--- src/rtl/ddc_iq_pair_pack_pkg.sv ---
// Shared channel-index codes and pairing FSM states for the DDC I/Q pair packer.
package ddc_pkg;

  localparam logic [3:0] CH_IDX_NONE = 4'd0;
  localparam logic [3:0] CH_IDX_I    = 4'd1;
  localparam logic [3:0] CH_IDX_Q    = 4'd2;

  typedef enum logic {
    WAIT_I,
    WAIT_Q
  } pair_state_e;

endpackage

--- src/rtl/ddc_iq_pair_pack_if.sv ---
// Sample-in / packed-word-out bundle of the DDC I/Q pair packer.
// The master side drives samples and consumes words; the packer is the slave.
interface ddc_iq_pair_pack_if #(
  parameter int INPUT_WIDTH = 24
);

  logic [INPUT_WIDTH-1:0]   data_in;
  logic                     data_in_valid;
  logic [3:0]               data_in_ch_idx;
  logic [2*INPUT_WIDTH-1:0] pack_data;
  logic                     pack_valid;
  logic                     pack_ready;

  modport master (
    output data_in,
    output data_in_valid,
    output data_in_ch_idx,
    output pack_ready,
    input  pack_data,
    input  pack_valid
  );

  modport slave (
    input  data_in,
    input  data_in_valid,
    input  data_in_ch_idx,
    input  pack_ready,
    output pack_data,
    output pack_valid
  );

endinterface

--- src/rtl/ddc_iq_pair_pack_fifo.sv ---
// Synchronous first-word-fall-through FIFO for packed {Q,I} words.
// Read data is forced to zero while empty so the output bus is clean after reset.
module ddc_iq_pack_fifo #(
  parameter int WIDTH = 48,
  parameter int DEPTH = 16
) (
  input  logic                   clk,
  input  logic                   rst_n,
  input  logic                   wr_en,
  input  logic [WIDTH-1:0]       wr_data,
  output logic                   full,
  input  logic                   rd_en,
  output logic [WIDTH-1:0]       rd_data,
  output logic                   empty,
  output logic [$clog2(DEPTH):0] level
);

  localparam int AW = $clog2(DEPTH);
  localparam logic [AW:0] FULL_LEVEL = (AW+1)'(DEPTH);

  logic [WIDTH-1:0] mem [DEPTH];
  logic [AW-1:0]    wr_ptr;
  logic [AW-1:0]    rd_ptr;
  logic             wr_ok;
  logic             rd_ok;

  assign full  = (level == FULL_LEVEL);
  assign empty = (level == '0);
  assign rd_ok = rd_en && !empty;
  // A pop on the same cycle frees the slot, so a write into a full FIFO is still accepted.
  assign wr_ok = wr_en && (!full || rd_ok);

  assign rd_data = empty ? '0 : mem[rd_ptr];

  always_ff @(posedge clk) begin
    if (wr_ok) begin
      mem[wr_ptr] <= wr_data;
    end
  end

  always_ff @(posedge clk or negedge rst_n) begin
    if (!rst_n) begin
      wr_ptr <= '0;
      rd_ptr <= '0;
      level  <= '0;
    end else begin
      if (wr_ok) begin
        wr_ptr <= wr_ptr + 1'b1;
      end
      if (rd_ok) begin
        rd_ptr <= rd_ptr + 1'b1;
      end
      case ({wr_ok, rd_ok})
        2'b10:   level <= level + 1'b1;
        2'b01:   level <= level - 1'b1;
        default: level <= level;
      endcase
    end
  end

endmodule

--- src/rtl/ddc_iq_pair_pack.sv ---
// Pairs I/Q sample strobes into {Q,I} words, buffers them and flags sequence, timeout and overflow faults.
// Optional feature macro: DDC_IQ_PACK_STATS_EN adds pair_cnt / drop_cnt statistics outputs.
module ddc_iq_pair_pack
  import ddc_pkg::*;
#(
  parameter int INPUT_WIDTH  = 24,
  parameter int FIFO_DEPTH   = 16,
  parameter int PAIR_TIMEOUT = 64
) (
  input  logic                        clk,
  input  logic                        rst_n,
  ddc_iq_pair_pack_if.slave           bus,
  output logic [$clog2(FIFO_DEPTH):0] fifo_level,
  output logic                        err_seq,
  output logic                        err_timeout,
  output logic                        overflow,
  input  logic                        overflow_clr
`ifdef DDC_IQ_PACK_STATS_EN
  ,
  output logic [31:0]                 pair_cnt,
  output logic [15:0]                 drop_cnt
`endif
);

  localparam int PW = 2 * INPUT_WIDTH;
  localparam int TW = (PAIR_TIMEOUT > 1) ? $clog2(PAIR_TIMEOUT) : 1;
  localparam logic [TW-1:0] TIMER_LAST = (PAIR_TIMEOUT > 0) ? TW'(PAIR_TIMEOUT - 1) : '0;

  pair_state_e            state_q, state_d;
  logic [INPUT_WIDTH-1:0] held_i_q, held_i_d;
  logic [TW-1:0]          timer_q, timer_d;
  logic                   push_q, push_d;
  logic [PW-1:0]          push_word_q, push_word_d;
  logic                   seq_err_d;
  logic                   timeout_d;
  logic                   is_i;
  logic                   is_q;
  logic                   timer_expired;
  logic                   fifo_full;
  logic                   fifo_empty;
  logic                   pop;
  logic                   ovf_drop;

  assign is_i = bus.data_in_valid && (bus.data_in_ch_idx == CH_IDX_I);
  assign is_q = bus.data_in_valid && (bus.data_in_ch_idx == CH_IDX_Q);
  assign timer_expired = (PAIR_TIMEOUT != 0) && (timer_q == TIMER_LAST);

  // Q takes priority over an expiring timer, so a pair arriving on the last cycle is still packed.
  always_comb begin
    state_d     = state_q;
    held_i_d    = held_i_q;
    timer_d     = timer_q;
    push_d      = 1'b0;
    push_word_d = push_word_q;
    seq_err_d   = 1'b0;
    timeout_d   = 1'b0;
    case (state_q)
      WAIT_I: begin
        if (is_i) begin
          held_i_d = bus.data_in;
          timer_d  = '0;
          state_d  = WAIT_Q;
        end else if (is_q) begin
          seq_err_d = 1'b1;
        end
      end
      WAIT_Q: begin
        if (is_q) begin
          push_d      = 1'b1;
          push_word_d = {bus.data_in, held_i_q};
          state_d     = WAIT_I;
        end else if (is_i) begin
          held_i_d  = bus.data_in;
          timer_d   = '0;
          seq_err_d = 1'b1;
        end else if (timer_expired) begin
          timeout_d = 1'b1;
          state_d   = WAIT_I;
        end else begin
          timer_d = timer_q + 1'b1;
        end
      end
      default: state_d = WAIT_I;
    endcase
  end

  always_ff @(posedge clk or negedge rst_n) begin
    if (!rst_n) begin
      state_q     <= WAIT_I;
      held_i_q    <= '0;
      timer_q     <= '0;
      push_q      <= 1'b0;
      push_word_q <= '0;
      err_seq     <= 1'b0;
      err_timeout <= 1'b0;
    end else begin
      state_q     <= state_d;
      held_i_q    <= held_i_d;
      timer_q     <= timer_d;
      push_q      <= push_d;
      push_word_q <= push_word_d;
      err_seq     <= seq_err_d;
      err_timeout <= timeout_d;
    end
  end

  assign bus.pack_valid = !fifo_empty;
  assign pop      = bus.pack_valid && bus.pack_ready;
  assign ovf_drop = push_q && fifo_full && !pop;

  ddc_iq_pack_fifo #(
    .WIDTH (PW),
    .DEPTH (FIFO_DEPTH)
  ) u_fifo (
    .clk     (clk),
    .rst_n   (rst_n),
    .wr_en   (push_q),
    .wr_data (push_word_q),
    .full    (fifo_full),
    .rd_en   (pop),
    .rd_data (bus.pack_data),
    .empty   (fifo_empty),
    .level   (fifo_level)
  );

  always_ff @(posedge clk or negedge rst_n) begin
    if (!rst_n) begin
      overflow <= 1'b0;
    end else if (ovf_drop) begin
      overflow <= 1'b1;
    end else if (overflow_clr) begin
      overflow <= 1'b0;
    end
  end

`ifdef DDC_IQ_PACK_STATS_EN
  logic [1:0] drop_inc;

  // An FSM drop and an overflow drop from the previous pair can land on the same cycle.
  assign drop_inc = {1'b0, seq_err_d | timeout_d} + {1'b0, ovf_drop};

  always_ff @(posedge clk or negedge rst_n) begin
    if (!rst_n) begin
      pair_cnt <= '0;
      drop_cnt <= '0;
    end else if (overflow_clr) begin
      pair_cnt <= '0;
      drop_cnt <= '0;
    end else begin
      if (push_q && !ovf_drop) begin
        pair_cnt <= pair_cnt + 1'b1;
      end
      drop_cnt <= drop_cnt + 16'(drop_inc);
    end
  end
`endif

endmodule

--- src/flat_wrapper.sv ---
// flat-port wrapper written by rule: the top's interface ports become plain ports
module ddc_iq_pair_pack_flat import ddc_pkg::*;
#(
  parameter int INPUT_WIDTH  = 24,
  parameter int FIFO_DEPTH   = 16,
  parameter int PAIR_TIMEOUT = 64
)
  (clk, rst_n, fifo_level, err_seq, err_timeout, overflow, overflow_clr, bus_data_in, bus_data_in_valid, bus_data_in_ch_idx, bus_pack_ready, bus_pack_data, bus_pack_valid);
  ddc_iq_pair_pack_if #(.INPUT_WIDTH(INPUT_WIDTH)) bus_i ();
  input  logic clk;
  input  logic rst_n;
  output logic [$clog2(FIFO_DEPTH):0] fifo_level;
  output logic err_seq;
  output logic err_timeout;
  output logic overflow;
  input  logic overflow_clr;
  input wire logic [$bits(bus_i.data_in)-1:0] bus_data_in;
  input wire logic [$bits(bus_i.data_in_valid)-1:0] bus_data_in_valid;
  input wire logic [$bits(bus_i.data_in_ch_idx)-1:0] bus_data_in_ch_idx;
  input wire logic [$bits(bus_i.pack_ready)-1:0] bus_pack_ready;
  output wire logic [$bits(bus_i.pack_data)-1:0] bus_pack_data;
  output wire logic [$bits(bus_i.pack_valid)-1:0] bus_pack_valid;
  assign bus_i.data_in = bus_data_in;
  assign bus_i.data_in_valid = bus_data_in_valid;
  assign bus_i.data_in_ch_idx = bus_data_in_ch_idx;
  assign bus_i.pack_ready = bus_pack_ready;
  assign bus_pack_data = bus_i.pack_data;
  assign bus_pack_valid = bus_i.pack_valid;
  ddc_iq_pair_pack #(.INPUT_WIDTH(INPUT_WIDTH), .FIFO_DEPTH(FIFO_DEPTH), .PAIR_TIMEOUT(PAIR_TIMEOUT)) u_core (.clk(clk), .rst_n(rst_n), .bus(bus_i), .fifo_level(fifo_level), .err_seq(err_seq), .err_timeout(err_timeout), .overflow(overflow), .overflow_clr(overflow_clr));
endmodule
--- config.mk ---
export PLATFORM = sky130hd
export DESIGN_NAME = ddc_iq_pair_pack_flat
export DESIGN_NICKNAME = d
export VERILOG_FILES = /design/src/rtl/ddc_iq_pair_pack_pkg.sv /design/src/rtl/ddc_iq_pair_pack_if.sv /design/src/rtl/ddc_iq_pair_pack_fifo.sv /design/src/rtl/ddc_iq_pair_pack.sv /design/src/flat_wrapper.sv
export SDC_FILE = /design/constraint.sdc
export NUM_CORES = 1
export LEC_CHECK = 0
export CORE_MARGIN = 1.5
export CORE_UTILIZATION = 25
export CTS_BUF_LIST = sky130_fd_sc_hd__clkbuf_16
export DETAILED_ROUTE_END_ITERATION = 16
export GPL_TIMING_DRIVEN = 0
export PLACE_DENSITY = 0.37
export SLEW_MARGIN = 20
export SYNTH_ARGS = -nofsm -noshare
export SYNTH_HDL_FRONTEND = slang
export SYNTH_HIERARCHICAL = 1
export SYNTH_SLANG_ARGS = --single-unit
--- constraint.sdc ---
create_clock -name clk -period 11.3 [get_ports clk]
set_input_delay 2.26 -clock clk [delete_from_list [all_inputs] [get_ports clk]]
set_output_delay 2.26 -clock clk [all_outputs]
set_load 0.01 [all_outputs]
# After elaboration in Yosys (flattened, before gate mapping)
# Memory sizes are Yosys's and may differ from the RTL's.
# Index checks and enable logic that the tools add are counted.
# word_totals
register_bits	96
latchBits	0
mem_bits_rw	768
romBits	0
output_inout_bits	57
mem_count	1
# memory_table
memory	words	word_bits	rd	rd_clocked_by_memory_dff	wr	line_no	rtl
u_core.u_fifo.mem	16	48	1	0	1	ddc_iq_pair_pack_fifo.sv:21	logic [WIDTH-1:0] mem [DEPTH];
# classes
add_sub_neg	5
mul	0
n_div	0
magnitude_cmp	0
eq_ne	9
shift	0
muxes	28
bitwise_logic	1
reduce_logical	16
# op_table
operator	n
24-bit two-way mux	2
48-bit two-way mux	1
24-bit case mux with 2 select lines	1
6-bit two-way mux	4
1-bit two-way mux	16
6-bit case mux with 2 select lines	1
5-bit case mux with 2 select lines	1
4-bit by 1-bit adder with 4-bit output, second input constant	2
1-bit logical AND	7
6-bit by 1-bit adder with 6-bit output, second input constant	1
6-bit equality test, second input constant	1
5-bit by 1-bit adder with 5-bit output, second input constant	1
5-bit equality test, second input constant	1
5-bit zero test	1
5-bit by 1-bit subtractor with 5-bit output, second input constant	1
4-bit by 1-bit equality test with 1-bit output, second input constant	1
4-bit by 2-bit equality test with 1-bit output, second input constant	1
1-bit case mux with 2 select lines	2
2-bit nonzero test	2
1-bit zero test	3
3-bit inequality test, second input constant	1
3-bit AND reduction	1
2-bit by 1-bit equality test with 1-bit output, second input constant	1
2-bit equality test, second input constant	1
5 further kinds	5

# Logic depth before layout (Yosys ltp)
# depth
depth_word	8
ltp_mapped	12
ltp_nobuf	11

# Cells and area by module
# Netlist, hierarchy kept.
# modules_own_cells
mod	instances	cells_per_inst	area_per_inst_um2	seq_area_each_um2
ddc_iq_pack_fifo	1	1325	30301.6	23387.4
ddc_iq_pair_pack	1	259	3225.6	2077.0

# Worst setup path after synthesis
# No wires, ideal clock.
# synth_path
path_type	input to register
from	input bus_pack_ready
to	memory u_core.u_fifo.mem[0][0] (enable)
setup_ns	0.573
t_arrival_ns	7.396
required_ns	10.727
path_slack_ns	3.332
cell_stages	4
path_buffers	0
cell_sequence	nor2b_1 nand2b_1 o21ai_2 nor4_1
# synth_between
elab_chain_cells	6
# synth_rtl
element	line_no	rtl
from (decl)	flat_wrapper.sv:20	input wire logic [$bits(bus_i.pack_ready)-1:0] bus_pack_ready;
1-bit logical AND	ddc_iq_pair_pack.sv:108	assign pop = bus.pack_valid && bus.pack_ready;
1-bit logical AND	ddc_iq_pair_pack_fifo.sv:29	assign rd_ok = rd_en && !empty;
1-bit logical OR	ddc_iq_pair_pack_fifo.sv:31	assign wr_ok = wr_en && (!full || rd_ok);
1-bit logical AND	ddc_iq_pair_pack_fifo.sv:31	
1-bit two-way mux	ddc_iq_pair_pack_fifo.sv:36	if (wr_ok) begin
1-bit two-way mux (not written as such)	ddc_iq_pair_pack_fifo.sv:37	mem[wr_ptr] <= wr_data;
to (decl)	ddc_iq_pair_pack_fifo.sv:21	
# No other way between the ends.

# Worst setup path after layout
# layout_path
from	register u_core.u_fifo.rd_ptr[2]
to	output bus_pack_data[40]
# layout_between
elab_chain_cells	2
# layout_rtl
element	line_no	rtl
from (decl)	ddc_iq_pair_pack_fifo.sv:23	logic [AW-1:0] rd_ptr;
from (signal assigned)	ddc_iq_pair_pack_fifo.sv:51	rd_ptr <= rd_ptr + 1'b1;
memory 16 x 48 bit	-	
48-bit two-way mux	ddc_iq_pair_pack_fifo.sv:33	assign rd_data = empty ? '0 : mem[rd_ptr];
to (decl)	flat_wrapper.sv:21	output wire logic [$bits(bus_i.pack_data)-1:0] bus_pack_data;
# No other way between the ends.

==> reports/qor.txt <==
Compound-gate portion of the synthesized area -> 2.66%
Starting Density -> 25.2%
Non-Filler Instances -> 3,689
Reg area -> 25,500 µm²
RSZ-0062 raised after global routing -> no
Slew Limit Headroom -> 21.9%
Gpl congestion -> 0.721
Gr usage total -> 14.5%
Min-delay worst type -> reg -> reg
Clock transition at path regs -> 0.05 ns
Critical Path End Type -> output port
Clock root buffer -> clkbuf_16
Post-Synth Adder-Cell Area -> 0.396%
Clk_lat worst skew -> 0.66 ns
Worst reg2reg endpoint -> u_core/u_fifo/mem[1][24]$_DFFE_PP_
Die H -> 369 µm
Core ar. -> 133,000 µm²
Post_cts resized -> 0
Mux share of post-synthesis cell area -> 16.1%
DIE AREA -> 136,000 µm²
# fillers -> 13,000
Vias in the first global route -> 17,900
Fin nets -> 1,890
Synth area leaders -> edfxtp_1 69%, mux4_2 13%, dfrtp_1 7.2%
Fmax -> 149 MHz
Critical Path Source Type -> flip-flop
Via count -> 16,500
CTS Buf Count -> 96
Crit path to -> bus_pack_data[40]
Critical path fanouts, max -> 10
Clk sink count -> 864
Worst Setup SP -> u_core/u_fifo/rd_ptr[2]$_DFFE_PN0N_
Main combinational cell family by area after synthesis -> multiplexers
Pre-Repair DR Iteration Count -> 5
Share of synthesized cell area in and, or, nand and nor gates -> 2.75%
N_diodes -> 0
First-pass GRT wire length -> 138 mm
Drt via density -> 4.49
Top-area cell type share of the netlist area -> 68.8%
Postcts setup bufs -> 0
CP Class -> reg -> out
Area of the mapped netlist -> 33,500 µm²
CTS Hold Bufs -> 0
Ys Warns -> 6
Setup Viol. Count Final -> 0
Setup ws final -> 4.61 ns
Post-Syn Area per Cell -> 21.2 µm²
Synth area leader -> edfxtp_1
Initial DRC count -> 1,215
Async SR Flop Fraction -> 11.1%
Final HPWL DP -> 67.4 mm
Maximum vdd drop -> 0.117 mV
Total chip power -> 9.84 mW
Worst reg2reg path depth -> 12
Worst r2r src -> u_core/u_fifo/level[1]$_DFFE_PN0P_
Largest net degree at the start of global routing -> 59
Max clock buf depth -> 3
H-tree depth -> 3
Crit share post-route -> 59.2%
Mapped Cells -> 1,584
Core Util, Final -> 30.4%
Share of layout cells above drive strength 1 -> 26.8%
Post-synth EDFFs -> 768
GR Overflow Total -> 0
Top_reg_cell synth -> edfxtp_1
Routed len/inst -> 26.5 µm
Die width -> 369 µm
Pre-CTS WS -> 5.16 ns
XOR/XNOR share of the synthesized area -> 0.261%
MaxCap Viol Count -> 0
CP required -> 9.04 ns
Leak pwr -> 13.5 nW
Area taken by multi-input logic gates -> 7540 µm²
Arrival @ worst endpoint -> 4.43 ns
Sequential area share after synthesis -> 76.0%
Final WL -> 97.8 mm
Placed insts -> 3,517
DR DRC count -> 0
Syn Nets -> 1,627
Status -> completed
Worst R2R Setup Slack -> 7.29 ns
Final instance area -> 40,500 µm²
Max-slew violation count -> 0
Port bufs -> 89
Tightest Pin Transition -> 1.17 ns
CTS tree -> done
IO Count -> 90
Setup Skew -> 0.0201 ns
Area Overhead vs Synth -> 20.9%
Minimum clock period -> 6.69 ns
DRT antenna net count -> 0
Rows -> 134
DP Area -> 37,600 µm²
Initial antenna violation count -> 3
Power Density -> 243 nW/µm²
Final Hold Fails -> 0
Distinct cells, synth -> 50
Seq cells post-synth -> 864
## state kept, by name (all words and copies together) (netlist names)
| signal | flops |
|---|---|
| u_core/state_q | 1 |
| u_core/held_i_q | 24 |
| u_core/err_timeout | 1 |
| u_core/err_seq | 1 |
| u_core/timer_q | 6 |
| u_core/u_fifo/mem | 768 |
| u_core/u_fifo/wr_ptr | 4 |
| u_core/push_word_q | 48 |
| u_core/overflow | 1 |
| u_core/u_fifo/level | 5 |
| u_core/u_fifo/rd_ptr | 4 |
| u_core/push_q | 1 |
## metrics by stage
step	setup TNS (ns)	hold slack, ns
2_1_floorplan	0	0.440
3_5_place_dp	0	0.463
3_3_place_gp	-891.44	0.468
4_1_cts	0	0.477
5_1_grt	0	0.512
6_report	0	0.472
## metal layers
metal	share of wire [%]	GRT usage [%]	routed length, µm
met1	43	18.7	42000
met2	50	24.9	49200
met3	4.1	2.13	4000
met4	2.7	4.64	2640
met5	0	0	0
## synthesized netlist by cell type, drive strengths merged, types with 2 or more instances
cell type,count
a21oi,5
nor2,14
xor2,3
ha,9
dfrtp,96
nand3,7
mux2i,51
mux4,192
or3,2
edfxtp,768
nor3,2
nand2,82
a21o,2
xnor2,7
inv,15
buf,66
mux2,51
nand2b,5
clkbuf,23
o21ai,7
o211ai,2
nor2b,50
and2,2
and3,8
nor4,6
a211oi,96
## critical path, cell delays in order (launching register included)
cell and delay (ns):
dfrtp_1 0.34, buf_6 0.18, buf_2 0.47, clkbuf_1 0.92, clkbuf_1 0.80, a211oi_1 0.42
clkdlybuf4s50_1 0.63
## report_power, final
part | switching [mW] | leakage [nW] | internal (mW)
registers | 0.236 | 8.31 | 3.72
clock network | 1.24 | 1.49 | 1.68
logic | 1.62 | 3.72 | 1.35
## cell usage in the layout, fill, tap and decap left out, types with 11 or more instances in the layout
master / instances
clkdlybuf4s50_1: 88
mux4_2: 192
nand2_1: 82
edfxtp_1: 768
buf_4: 33
a211oi_1: 96
buf_16: 14
mux2i_1: 51
clkbuf_16: 99
buf_6: 18
clkinv_1: 38
dfrtp_1: 96
nor2b_1: 50
buf_2: 65
mux2_1: 11
inv_1: 31
mux2_2: 40
clkbuf_1: 22
## cells by family after synthesis
group | after synthesis
DFF | 864
adders and majority gates | 10
AOI/OAI and AO/OA | 120
and+or+nand+nor | 182
muxes | 294
buffers and inverters | 104
xor gates and xnor gates | 10
## worst min-delay path by stage
stage                                         start                              end  slack [ns]  cells past startpoint
global placement    u_core/held_i_q[14]$_DFFE_PN0P_  u_core/held_i_q[14]$_DFFE_PN0P_        0.47                      2
global route         u_core/held_i_q[2]$_DFFE_PN0P_   u_core/held_i_q[2]$_DFFE_PN0P_        0.51                      2
detailed placement  u_core/held_i_q[21]$_DFFE_PN0P_  u_core/held_i_q[21]$_DFFE_PN0P_        0.46                      2
floorplan            u_core/held_i_q[0]$_DFFE_PN0P_   u_core/held_i_q[0]$_DFFE_PN0P_        0.44                      2
finish              u_core/held_i_q[21]$_DFFE_PN0P_  u_core/held_i_q[21]$_DFFE_PN0P_        0.47                      2
CTS                 u_core/held_i_q[21]$_DFFE_PN0P_  u_core/held_i_q[21]$_DFFE_PN0P_        0.48                      2
## cell type report
cell class	count	share of cell area, %
sequential	864	62.8
tap	1768	5.46
clock inverter	73	1.07
timing repair buffer	165	4.38
buffer	89	1.39
multi-input combinational	616	18.6
inverter	15	0.139
clock buffer	99	6.11
Note: power is estimated with default switching activity, not from simulation.
